--- src/rtl/cam_capture_fifo.sv ---
// Camera capture front end: xclk/pwdn generation, oversampled sensor bus, pixel assembly, FWFT FIFO.
// Optional 2x2 decimation is enabled by defining CAM_DECIMATE_EN.
module cam_capture_fifo #(
  parameter int unsigned DIV           = 4,
  parameter int unsigned BYTES_PER_PIX = 2,
  parameter int unsigned FIFO_DEPTH    = 16
) (
  input  logic                         clk,
  input  logic                         reset,
  input  logic                         capture,
  input  logic                         vsync,
  input  logic                         href,
  input  logic                         pclk,
  input  logic [7:0]                   data_in,
  output logic                         xclk,
  output logic                         pwdn,
  input  logic                         rd_en,
  output logic [8*BYTES_PER_PIX-1:0]   pix_data,
  output logic                         empty,
  output logic                         full,
  output logic                         overflow,
  output logic                         frame_done,
  output logic                         busy
);

  localparam int unsigned PIX_W = 8 * BYTES_PER_PIX;
  localparam int unsigned AW    = $clog2(FIFO_DEPTH);
  localparam int unsigned HALF  = DIV / 2;
  localparam int unsigned XW    = (HALF > 1) ? $clog2(HALF) : 1;
  localparam int unsigned BW    = $clog2(BYTES_PER_PIX) + 1;

  typedef enum logic [1:0] {IDLE, WAIT_VS, ACTIVE} state_t;

  state_t state, state_nxt;
  logic   frame_done_nxt, ov_clr;

  logic [1:0]  pclk_s, href_s, vs_s;
  logic        pclk_d, href_d, vs_d;
  logic [7:0]  data_s1, data_s2;
  logic        capture_r;
  logic [XW-1:0] xcnt;

  logic [BW-1:0]    byte_cnt;
  logic [PIX_W-1:0] asm_q;
  logic             pix_vld;

  logic [PIX_W-1:0] mem [FIFO_DEPTH];
  logic [AW:0]      wr_ptr, rd_ptr, wr_nxt, rd_nxt;
  logic             we, re;

  logic pclk_rise, href_fall, vs_rise, vs_fall;
  assign pclk_rise = pclk_s[1] & ~pclk_d;
  assign href_fall = href_d & ~href_s[1];
  assign vs_rise   = vs_s[1] & ~vs_d;
  assign vs_fall   = vs_d & ~vs_s[1];

  // Two-flop synchronisers plus previous-value flops for edge detection
  always_ff @(posedge clk or negedge reset) begin
    if (!reset) begin
      pclk_s    <= '0;
      href_s    <= '0;
      vs_s      <= '0;
      pclk_d    <= 1'b0;
      href_d    <= 1'b0;
      vs_d      <= 1'b0;
      data_s1   <= '0;
      data_s2   <= '0;
      capture_r <= 1'b0;
      pwdn      <= 1'b1;
    end else begin
      pclk_s    <= {pclk_s[0], pclk};
      href_s    <= {href_s[0], href};
      vs_s      <= {vs_s[0], vsync};
      pclk_d    <= pclk_s[1];
      href_d    <= href_s[1];
      vs_d      <= vs_s[1];
      data_s1   <= data_in;
      data_s2   <= data_s1;
      capture_r <= capture;
      pwdn      <= ~capture;
    end
  end

  // Free-running sensor master clock
  always_ff @(posedge clk or negedge reset) begin
    if (!reset) begin
      xcnt <= '0;
      xclk <= 1'b0;
    end else if (xcnt == XW'(HALF - 1)) begin
      xcnt <= '0;
      xclk <= ~xclk;
    end else begin
      xcnt <= xcnt + XW'(1);
    end
  end

  always_ff @(posedge clk or negedge reset) begin
    if (!reset) state <= IDLE;
    else        state <= state_nxt;
  end

  always_comb begin
    state_nxt      = state;
    frame_done_nxt = 1'b0;
    ov_clr         = 1'b0;
    case (state)
      IDLE: begin
        if (capture_r) begin
          state_nxt = WAIT_VS;
          ov_clr    = 1'b1;
        end
      end
      WAIT_VS: begin
        if (!capture_r)   state_nxt = IDLE;
        else if (vs_fall) state_nxt = ACTIVE;
      end
      ACTIVE: begin
        if (vs_rise) begin
          frame_done_nxt = 1'b1;
          state_nxt      = capture_r ? WAIT_VS : IDLE;
        end
      end
      default: state_nxt = IDLE;
    endcase
  end

  always_ff @(posedge clk or negedge reset) begin
    if (!reset) begin
      frame_done <= 1'b0;
      busy       <= 1'b0;
    end else begin
      frame_done <= frame_done_nxt;
      busy       <= (state_nxt != IDLE);
    end
  end

`ifdef CAM_DECIMATE_EN
  logic col_par, line_par;

  // Column parity restarts each line, line parity each frame
  always_ff @(posedge clk or negedge reset) begin
    if (!reset) begin
      col_par  <= 1'b0;
      line_par <= 1'b0;
    end else if (state != ACTIVE) begin
      col_par  <= 1'b0;
      line_par <= 1'b0;
    end else if (href_fall) begin
      col_par  <= 1'b0;
      line_par <= ~line_par;
    end else if (pclk_rise && href_s[1] && byte_cnt == BW'(BYTES_PER_PIX - 1)) begin
      col_par  <= ~col_par;
    end
  end

  logic keep;
  assign keep = ~col_par & ~line_par;
`else
  logic keep;
  assign keep = 1'b1;
`endif

  // Byte assembler: first byte shifts up into the MSBs
  always_ff @(posedge clk or negedge reset) begin
    if (!reset) begin
      byte_cnt <= '0;
      asm_q    <= '0;
      pix_vld  <= 1'b0;
    end else begin
      pix_vld <= 1'b0;
      if (state != ACTIVE || href_fall) begin
        byte_cnt <= '0;
      end else if (pclk_rise && href_s[1]) begin
        asm_q <= PIX_W'({asm_q, data_s2});
        if (byte_cnt == BW'(BYTES_PER_PIX - 1)) begin
          byte_cnt <= '0;
          pix_vld  <= keep;
        end else begin
          byte_cnt <= byte_cnt + BW'(1);
        end
      end
    end
  end

  assign we     = pix_vld & ~full;
  assign re     = rd_en & ~empty;
  assign wr_nxt = wr_ptr + (AW+1)'(we);
  assign rd_nxt = rd_ptr + (AW+1)'(re);

  // FWFT FIFO; head is re-registered from the next read pointer, bypassing a write into an empty slot
  always_ff @(posedge clk or negedge reset) begin
    if (!reset) begin
      wr_ptr   <= '0;
      rd_ptr   <= '0;
      empty    <= 1'b1;
      full     <= 1'b0;
      pix_data <= '0;
      for (int i = 0; i < int'(FIFO_DEPTH); i++) mem[i] <= '0;
    end else begin
      if (we) mem[wr_ptr[AW-1:0]] <= asm_q;
      wr_ptr <= wr_nxt;
      rd_ptr <= rd_nxt;
      empty  <= (wr_nxt == rd_nxt);
      full   <= ({~wr_nxt[AW], wr_nxt[AW-1:0]} == rd_nxt);
      if (we && wr_ptr[AW-1:0] == rd_nxt[AW-1:0]) pix_data <= asm_q;
      else                                         pix_data <= mem[rd_nxt[AW-1:0]];
    end
  end

  always_ff @(posedge clk or negedge reset) begin
    if (!reset)                overflow <= 1'b0;
    else if (ov_clr)           overflow <= 1'b0;
    else if (pix_vld && full)  overflow <= 1'b1;
  end

endmodule
--- config.mk ---
export PLATFORM = sky130hd
export DESIGN_NAME = cam_capture_fifo
export DESIGN_NICKNAME = d
export VERILOG_FILES = /design/src/rtl/cam_capture_fifo.sv
export SDC_FILE = /design/constraint.sdc
export NUM_CORES = 1
export LEC_CHECK = 0
export ABC_CLOCK_PERIOD_IN_PS = 2700
export BUFFER_PORTS_ARGS = -buffer_cell sky130_fd_sc_hd__buf_2
export CAP_MARGIN = 5
export CORE_ASPECT_RATIO = 0.5
export CORE_MARGIN = 2
export CORE_UTILIZATION = 50
export DETAILED_ROUTE_END_ITERATION = 7
export HOLD_SLACK_MARGIN = 0.02
export PLACE_DENSITY = 0.81
export SLEW_MARGIN = 20
export SYNTH_ARGS = -nofsm -noshare
export SYNTH_HDL_FRONTEND = slang
export SYNTH_SLANG_ARGS = --single-unit
--- constraint.sdc ---
create_clock -name clk -period 2.7 [get_ports clk]
set_clock_uncertainty 0.15 [all_clocks]
set_input_delay 0.405 -clock clk [delete_from_list [all_inputs] [get_ports clk]]
set_output_delay 0.405 -clock clk [all_outputs]
set_load 0.005 [all_outputs]
==> summary.txt <==
Syn Inst Count = 890
Arrival @ worst endpoint = 2.92 ns
clk_lat worst skew = 0.56 ns
Worst VDD drop = 0.000544 V
Critical Path RT = 2.99 ns
flop-to-flop setup slack = 0.07 ns
Initial Util = 0.515
root buf cell = clkbuf_16
Tot GR Track Use = 0.211
Routed Antenna Nets = 0
RSZ-0062 raised after global routing = no
CP endpoint kind = flip-flop
CP max FO = 12
critical path, cell by cell = nor2b_1, ha_4, ha_4, buf_4, mux4_2, mux2i_1, mux2i_1, mux2_1
worst hold path type = reg -> reg
Final Cycle Share = 0.974
Area Growth Syn to Fin = 15.5%
pin count of the biggest net entering global routing = 73
Post-DP HPWL = 19,600 microns
maximum achievable frequency = 380 MHz
Final Hold Fails = 0
GRT overflow = 0
Max clock buf depth = 3
Die Span Y = 124 microns
Worst path slowest cell = dfstp_2
Routed WL per cell = 22.9 microns
Die W = 244 microns
critical path class = reg -> reg
IO Count = 38
1st-iter DRT viols = 594
CP Launch Type = flip-flop
most common cell after layout, fill and taps aside = dfrtp_1
post-synth net total = 909
synthesized area = 0.0145 sq mm
leakage = 8.27 nW
Seq/Total Area, Yosys = 0.584
total die area = 0.0304 sq mm
detailed-route DRC error count = 0
Yosys cell types = 35
CTS H-tree depth = 1
Post-synth ARST share = 1.00
total of max-cap violations = 0
share of post-route cells with drive strength above 1 = 0.509
post-place setup slack = -0.0756 ns
post-synthesis register bit count = 337
port bufs = 37
worst slew pin tran = 0.672 ns
vias in the first global route = 8,735
placed cells = 1,293
DRT Wirelength = 31,300 microns
Layout Utilization = 0.594
via count = 7,868
clock transition at the registers of the reported paths = 0.06 ns
TritonCTS buffer count = 31
Post-synth EDFFs = 0
Pwr per Cell Area = 766 mW/mm^2
commonest cells after routing, fill and taps aside = dfrtp_1 (335), mux2_2 (278), mux4_2 (64)
Power Total = 0.0128 W
TritonCTS clock tree = built
status = finished, final reports clean
initial antenna violation count = 0
drt via density = 5.76
synth warn = 0
syn_area_per_cell = 16.2 sq um
Routability Congestion = 0.780
diode count = 0
row count = 43
fin. max-slew vios = 0
clock sink total = 337
final setup margin = 0.0702 ns
global-route wire length before repair = 49,900 microns
main flop type after synthesis = dfrtp_1
# nets final = 978
core area = 0.0281 sq mm
Critical Path Max Stage Delay = 0.53 ns
drt first pass iters = 4
Slew HR = 0.552
post-route insts no fill = 1,365
Final min period = 2.63 ns
final setup fails = 0
## worst paths after layout
path | from | endpoint | cells past startpoint
max | empty | pix_data[9] | 8
min | data_s1[6] | data_s2[6] | 0
max reg2reg | empty | pix_data[9] | 8
min reg2reg | data_s1[6] | data_s2[6] | 0
max in group asynchronous | reset | pwdn | 3
min in group asynchronous | reset | mem[6] | 2
## stage by stage
step           hold WS [ns]  setup TNS (ns)  area [sq um]
6_report              0.200               0         16700
5_1_grt               0.209               0         16700
4_1_cts               0.201               0         16600
3_5_place_dp          0.186          -0.100         15500
3_3_place_gp          0.182         -0.0755         15500
2_1_floorplan       -0.0406               0         14500
## routing by layer
metal	vias up	part of all wire	track usage
met3	58	0.045	0.0311
met4	0	0.027	0.0635
met2	154	0.47	0.334
met1	4272	0.46	0.306
met5	-	0	0
li1	3384	-	-
## where the power goes
part / switching [W] / internal, W / total, W
logic: 0.00159 / 0.00147 / 0.00306
clock network: 0.00186 / 0.00250 / 0.00435
registers: 0.000215 / 0.00515 / 0.00537
total: 0.00367 / 0.00912 / 0.0128
## area by class of cell
| type | instances | area [sq um] |
|---|---|---|
| repair buffers | 102 | 932 |
| fillers | 2013 | 11400 |
| clock inverters | 6 | 40.0 |
| inverters | 8 | 30.0 |
| clock buffers | 51 | 991 |
| well taps | 382 | 478 |
| flip-flops and latches | 337 | 8440 |
| multi-input cells | 479 | 5780 |
## logic make-up (layout without fill, tap and decap cells)
| logic type | Yosys count | after routing | synth area share |
|---|---|---|---|
| compound gates | 8 | 8 | 0.00294 |
| xor+xnor | 16 | 16 | 0.0115 |
| simple gates | 51 | 51 | 0.0200 |
| flops | 337 | 337 | 0.584 |
| fa+ha+maj | 4 | 4 | 0.00346 |
| mux | 400 | 400 | 0.357 |
| buf+inv | 74 | 167 | 0.0210 |
## registers in the layout, indices dropped and copies added (netlist names), 5 cells and up
| name | cells |
|---|---|
| asm_q | 16 |
| wr_ptr | 5 |
| pix_data | 16 |
| rd_ptr | 5 |
| mem | 256 |
| data_s2 | 8 |
| data_s1 | 8 |
## cell usage after synthesis, types with 2 or more instances
library cell | instances | area share
nor2_1 | 7 | 0.0018
xor2_1 | 9 | 0.0055
mux2i_1 | 48 | 0.033
buf_1 | 11 | 0.0029
nor3b_1 | 2 | 0.0010
mux4_2 | 64 | 0.10
mux2_2 | 278 | 0.22
buf_2 | 15 | 0.0052
or2_2 | 2 | 0.00087
nand2b_1 | 3 | 0.0013
clkbuf_1 | 39 | 0.010
ha_1 | 4 | 0.0035
nand3_1 | 8 | 0.0028
xnor2_1 | 5 | 0.0030
a21oi_1 | 6 | 0.0021
dfrtp_1 | 335 | 0.58
dfstp_2 | 2 | 0.0036
nor3b_2 | 2 | 0.0017
mux2_1 | 10 | 0.0078
inv_1 | 8 | 0.0021
nor3_1 | 3 | 0.0010
nor2b_1 | 6 | 0.0026
nand2_1 | 11 | 0.0029
## worst max-delay path: cells and delay by family (launching register included)
kind | cells | cell delay, ns
multiplexers | 4 | 0.98
flip-flops | 1 | 0.53
adder cells (fa/ha/maj) | 2 | 0.53
buffers and inverters | 1 | 0.25
AND/OR/NAND/NOR | 1 | 0.07
## what timing repair did
action | in CTS | in global routing
hold endpoints to repair | 63 | 0
pin swaps | 0 | 1
gates cloned | 0 | 1
resized for setup | 2 | 5
setup buffers | 0 | 1
setup endpoints to repair | 2 | 8
hold buffers | 13 | 0
Note: power is estimated with default switching activity, not from simulation.
